### config.mk
export PLATFORM = sky130hd
export DESIGN_NAME = pipe_fetch_ctrl
export DESIGN_NICKNAME = d
export VERILOG_FILES = /design/src/rtl/pipe_fetch_ctrl.sv
export SDC_FILE = /design/constraint.sdc
export NUM_CORES = 1
export LEC_CHECK = 0
export CAP_MARGIN = 30
export CORE_UTILIZATION = 49
export CTS_BUF_LIST = sky130_fd_sc_hd__clkbuf_8
export CTS_CLUSTER_SIZE = 20
export DETAILED_ROUTE_END_ITERATION = 12
export GPL_TIMING_DRIVEN = 0
export PLACE_DENSITY = 0.95
export SYNTH_ARGS = -nofsm -noshare
export SYNTH_HDL_FRONTEND = slang
export SYNTH_SLANG_ARGS = --single-unit
### constraint.sdc
create_clock -name clk -period 6.7 [get_ports clk]
set_input_delay 1.675 -clock clk [delete_from_list [all_inputs] [get_ports clk]]
set_output_delay 1.675 -clock clk [all_outputs]
set_load 0.02 [all_outputs]
### src/rtl/pipe_fetch_ctrl.sv
// Instruction fetch controller: owns the PC, talks to a variable-latency instruction
// memory, holds a fetched instruction across stalls and remembers redirects seen while stalled.
module pipe_fetch_ctrl #(
  parameter logic [31:0] RESET_PC = 32'h0000_0000
) (
  input  logic        clk,
  input  logic        clrn,
  input  logic        wpcir,
  input  logic [1:0]  pcsrc,
  input  logic [31:0] bpc,
  input  logic [31:0] rpc,
  input  logic [31:0] jpc,
  input  logic        imem_rdy,
  input  logic [31:0] imem_ins,
  output logic        imem_req,
  output logic [31:0] imem_addr,
  output logic [31:0] pc,
  output logic [31:0] pc4,
  output logic [31:0] ins,
  output logic        ins_valid,
  output logic [15:0] wait_cnt
);

  typedef enum logic [1:0] {StBoot, StReq, StHold} state_e;

  state_e      state_q, state_d;
  logic [31:0] pc_q, pc_d;
  logic [31:0] hold_q, hold_d;
  logic [31:0] pending_target_q, pending_target_d;
  logic        pending_valid_q, pending_valid_d;
  logic [15:0] wait_cnt_q, wait_cnt_d;

  logic        advance;
  logic [31:0] live_target;
  logic [31:0] npc;

  assign pc        = pc_q;
  assign pc4       = pc_q + 32'd4;
  assign imem_addr = pc_q;
  assign wait_cnt  = wait_cnt_q;
  assign advance   = ins_valid & wpcir;

  // Output decode and state transitions
  always_comb begin
    imem_req  = 1'b0;
    ins       = '0;
    ins_valid = 1'b0;
    state_d   = state_q;
    hold_d    = hold_q;
    unique case (state_q)
      StBoot: begin
        state_d = StReq;
      end
      StReq: begin
        imem_req  = 1'b1;
        ins       = imem_ins;
        ins_valid = imem_rdy;
        // Data arrived but ID is stalled: park it so memory can be released.
        if (imem_rdy && !wpcir) begin
          hold_d  = imem_ins;
          state_d = StHold;
        end
      end
      StHold: begin
        ins       = hold_q;
        ins_valid = 1'b1;
        if (wpcir) begin
          state_d = StReq;
        end
      end
      default: begin
        state_d = StBoot;
      end
    endcase
  end

  always_comb begin
    unique case (pcsrc)
      2'b01:   live_target = bpc;
      2'b10:   live_target = rpc;
      2'b11:   live_target = jpc;
      default: live_target = pc4;
    endcase
  end

  // A live redirect wins over a remembered one; the remembered one wins over sequential flow.
  always_comb begin
    if (pcsrc != 2'b00) begin
      npc = live_target;
    end else if (pending_valid_q) begin
      npc = pending_target_q;
    end else begin
      npc = pc4;
    end
  end

  always_comb begin
    pc_d             = pc_q;
    pending_valid_d  = pending_valid_q;
    pending_target_d = pending_target_q;
    if (advance) begin
      pc_d            = npc;
      pending_valid_d = 1'b0;
    end else if (pcsrc != 2'b00) begin
      pending_valid_d  = 1'b1;
      pending_target_d = live_target;
    end
  end

  always_comb begin
    wait_cnt_d = wait_cnt_q;
    if (state_q == StReq && !imem_rdy && wait_cnt_q != 16'hFFFF) begin
      wait_cnt_d = wait_cnt_q + 16'd1;
    end
  end

  always_ff @(posedge clk or negedge clrn) begin
    if (!clrn) begin
      state_q          <= StBoot;
      pc_q             <= RESET_PC;
      hold_q           <= '0;
      pending_valid_q  <= 1'b0;
      pending_target_q <= '0;
      wait_cnt_q       <= '0;
    end else begin
      state_q          <= state_d;
      pc_q             <= pc_d;
      hold_q           <= hold_d;
      pending_valid_q  <= pending_valid_d;
      pending_target_q <= pending_target_d;
      wait_cnt_q       <= wait_cnt_d;
    end
  end

endmodule

==> impl_metrics.py <==
metrics = {
    "synthesis": {
        "synth_top_family_by_area": "compound AO/OA/AOI/OAI gates",
        "yosys-top-cells-area": "dfrtp_1 40%, mux2_2 8.3%, a22oi_1 5.0%, o21ai_0 4.5%, nand2_1 3.8%",
        "ys_types": 59,
        "synth.avg_cell_area_um2": 9.34,
        "yosys.area_share.adder_pct": 1.22,
        "yosysWarnings": 0,
        "synth_seq_cells": 115,
        "syn-cell-area_um2": 7190,
        "synth-main-ff-cell": "dfrtp_1",
        "syn_inst": 770,
        "synth_nets": 911,
        "synth_compound_area_share_pct": 19.6,
        "netlist.area_leader.share_pct": 40.0,
        "synthSimpleGateAreaFrac_pct": 15.7,
        "synthArstFlopShare_pct": 100,
        "synth_edf_count": 0,
        "yosysTopAreaCell": "dfrtp_1",
        "synth_xor_area_share_pct": 4.75,
        "ys_seq_area_share_pct": 40.0,
        "muxShareOfSynthArea_pct": 11.5,
    },
    "cells_and_area": {
        "fin_nets": 1209,
        "post-route-util_pct": 75.0,
        "synthToLayoutAreaGrowth_pct": 47.0,
        "layout-drive-gt1-share_pct": 12.6,
        "diodes": 0,
    },
    "worst_setup_path": {
        "critPathArrivalTime_ns": 3.49,
        "endpoint": "pc4[26]",
        "cp_max_fo": 7,
        "rr_endpoint": "pending_target_q[19]$_DFFE_PN0P_",
        "endpoint_kind": "output pin",
        "rr_worst_depth": 9,
        "reg2reg_from": "state_q[1]$_DFFE_PN0P_",
        "worstPathRequired_ns": 5.03,
        "crit_cells": 7,
        "path_cells": "ha_1, nand4_1, nor3_1, nand2_1, nor2_1, xor2_1, clkdlybuf4s50_1",
        "startpoint": "imem_addr[2]$_DFFE_PN0P_",
        "slowest_stage": "nor3_1",
        "cp_top_family": "simple AND/OR/NAND/NOR gates",
        "crit_path_start_kind": "flop",
        "crit_buf_inv": 1,
        "slowest_delay_ns": 0.68,
        "critPathKind": "flop to output pin",
        "rrSetupSlack_ns": 3.60,
    },
    "routing": {
        "detail-route-antenna-nets": 0,
        "via_count": 7552,
        "drc_errors": 0,
        "routed_via_density": 6.00,
        "wl_per_cell_um": 20.0,
        "drtPass1Iterations": 5,
        "wl_um": 25100,
        "drt-initial-drc-count": 858,
    },
    "global_route": {
        "track_usage_pct": 34.1,
        "grt_pass1_vias": 7355,
        "grt-ovfl-total": 0,
        "antenna_found_initial": 0,
        "grt_first_pass_wirelength_um": 38800,
        "grt_max_degree": 87,
    },
    "power_and_ir_drop": {
        "powerDensity_nw_per_um2": 422,
        "peakVddDrop_mv": 0.326,
        "leakage_nw": 4.28,
        "power_mw": 4.46,
    },
    "sta": {
        "fmax_mhz": 194,
        "finalCritPeriodShare_pct": 77.0,
        "final_hold_viol_count": 0,
        "rsz0062_at_grt": "no",
        "period_minus_slack_ns": 5.16,
        "slew_headroom_pct": 37.8,
        "drv_slew": 0,
        "fin_worst_skew_ns": 0.0139,
        "tightest_slew_ns": 0.926,
        "finalSetupViolCount": 0,
    },
    "cts": {
        "cts_buffers": 17,
        "htree_levels": 4,
        "cts_tree": "yes",
        "cts_setup_buffers": 0,
        "ctsHoldBuffers": 0,
        "cts.sinks": 115,
        "cts_buffer_depth": 2,
        "cts_resized": 0,
        "clock_latency_ns": 0.45,
        "cts.clk_slew.worst_paths_ns": 0.07,
        "cts_root_buf": "clkbuf_8",
    },
    "floorplanning": {
        "core_area_um2": 14100,
        "num_rows": 43,
        "num_io_pins": 280,
        "die_h_um": 123,
        "die_width_um": 123,
        "start_util_pct": 51.0,
        "die_area_um2": 15200,
    },
    "hold_path": {
        "hold_class": "flop to flop",
    },
    "job": {
        "cap_violations": 0,
    },
    "status": {
        "status": "complete, no violations",
    },
    "placed_design": {
        "dp_hpwl_um": 18700,
        "gp_congestion": 0.952,
        "portBuffers": 277,
    },
}
==> cell families after synthesis <==
logic type                 count (synthesis)
AOI/OAI and AO/OA                        215
xor gates and xnor gates                  39
adders and majority gates                  7
buffers and inverters                    102
DFF                                      115
muxes                                     76
and+or+nand+nor                          216
==> worst min-delay path by stage <==
| stage | start | endpoint | slack (ns) | cells after the start |
|---|---|---|---|---|
| after floorplan | pending_target_q[14]$_DFFE_PN0P_ | pending_target_q[14]$_DFFE_PN0P_ | 0.44 | 2 |
| after global placement | pending_target_q[4]$_DFFE_PN0P_ | pending_target_q[4]$_DFFE_PN0P_ | 0.45 | 2 |
| after detailed placement | pending_target_q[14]$_DFFE_PN0P_ | pending_target_q[14]$_DFFE_PN0P_ | 0.46 | 2 |
| after global routing | pending_target_q[15]$_DFFE_PN0P_ | pending_target_q[15]$_DFFE_PN0P_ | 0.50 | 2 |
| after CTS | pending_target_q[14]$_DFFE_PN0P_ | pending_target_q[14]$_DFFE_PN0P_ | 0.48 | 2 |
| final | pending_target_q[14]$_DFFE_PN0P_ | pending_target_q[14]$_DFFE_PN0P_ | 0.48 | 2 |
==> cell type report <==
type,instances,area (um^2)
Buffer,87,469
Sequential cell,115,2880
Tap cell,180,225
Fill cell,1027,3520
Inverter,15,56.3
Clock buffer,23,317
Multi-Input combinational cell,553,3790
Clock inverter,7,32.5
Timing Repair Buffer,279,2810
==> tightest hold or removal path, cell delays in order, from the launching register on <==
cell,delay [ns]
dfrtp_1,0.34
nand2_1,0.05
nand2_1,0.06
==> cells in the mapped netlist (3+ instances only) <==
cell type and n:
nor3_1 12, o22ai_1 4, clkbuf_1 41, o21ai_0 65, and4_1 5, a22o_1 5, a21oi_1 28, nor2b_1 35
nand2b_1 5, xor2_1 17, o2bb2ai_1 6, a221oi_1 4, dfrtp_1 115, nor4_1 5, and3_1 5, buf_1 5
o221ai_1 3, nand3_1 15, o32a_1 3, o31a_1 6, nand2_1 72, a211oi_1 4, buf_2 6, o211ai_1 4
nand4_1 11, a31oi_1 15, a21boi_0 7, o21ai_1 3, mux2i_1 23, o31ai_1 3, ha_1 7, mux2_2 53
and2_1 6, xnor2_1 22, inv_1 14, nand3b_1 3, a22oi_1 48, buf_4 34, nor2_1 28
==> state kept, by name (all words and copies together) (netlist names) <==
| register | count |
|---|---|
| pending_valid_q | 1 |
| hold_q | 32 |
| state_q | 2 |
| wait_cnt | 16 |
| pending_target_q | 32 |
| imem_addr | 32 |
==> layer usage <==
| layer | share of wire, % | global-route usage (%) | wire length [um] | up-vias |
|---|---|---|---|---|
| met1 | 39 | 44.0 | 9780 | 3624 |
| met2 | 48 | 54.5 | 12100 | 494 |
| met3 | 9.5 | 7.98 | 2380 | 76 |
| met5 | 0 | 0 | 0 | - |
| li1 | - | - | - | 3358 |
| met4 | 3.7 | 15.2 | 929 | 0 |
==> layout by cell type (no fill, tap or decap), types with 4 or more instances in the layout <==
| cell | synthesis | final |
|---|---|---|
| nand2_1 | 72 | 72 |
| a22oi_1 | 48 | 48 |
| o22ai_1 | 4 | 4 |
| o2bb2ai_1 | 6 | 6 |
| o21ai_0 | 65 | 65 |
| and3_1 | 5 | 5 |
| nor2b_1 | 35 | 35 |
| xnor2_1 | 22 | 22 |
| a22o_1 | 5 | 5 |
| nand3_1 | 15 | 15 |
| ha_1 | 7 | 7 |
| mux2i_1 | 23 | 23 |
| a21oi_1 | 28 | 28 |
| xor2_1 | 17 | 17 |
| clkbuf_8 | 0 | 23 |
| dfrtp_1 | 115 | 115 |
| buf_2 | 6 | 7 |
| nand4_1 | 11 | 11 |
| and2_1 | 6 | 6 |
| a21boi_0 | 7 | 7 |
| o211ai_1 | 4 | 4 |
| nor4_1 | 5 | 5 |
| nor3_1 | 12 | 12 |
| and4_1 | 5 | 5 |
| clkinv_2 | 0 | 5 |
| inv_1 | 14 | 16 |
| a211oi_1 | 4 | 4 |
| a221oi_1 | 4 | 4 |
| nand2b_1 | 5 | 5 |
| nor2_1 | 28 | 28 |
| buf_1 | 5 | 5 |
| clkdlybuf4s50_1 | 0 | 276 |
| clkbuf_1 | 41 | 41 |
| a31oi_1 | 15 | 15 |
| o31a_1 | 6 | 6 |
| mux2_2 | 53 | 53 |
| buf_4 | 34 | 34 |
==> power breakdown <==
part | total, mW | leakage [nW] | internal [mW] | switching (mW)
registers | 1.26 | 1.41 | 0.961 | 0.302
logic | 2.61 | 2.68 | 1.28 | 1.33
clock network | 0.586 | 0.196 | 0.305 | 0.281
==> metrics by stage <==
step                hold WS (ns)  worst slack [ns]  setup TNS (ns)  area, um^2  cells
CTS                        0.475              1.61               0       10600   1259
global placement           0.453            -0.540          -60.58       10200   1227
global route               0.498              1.33               0       10600   1259
floorplan                  0.440              2.91               0        7190    770
detailed placement         0.459              1.94               0       10200   1229
finish                     0.478              1.54               0       10600   1259
No activity file was read; power rests on OpenSTA's default activity.
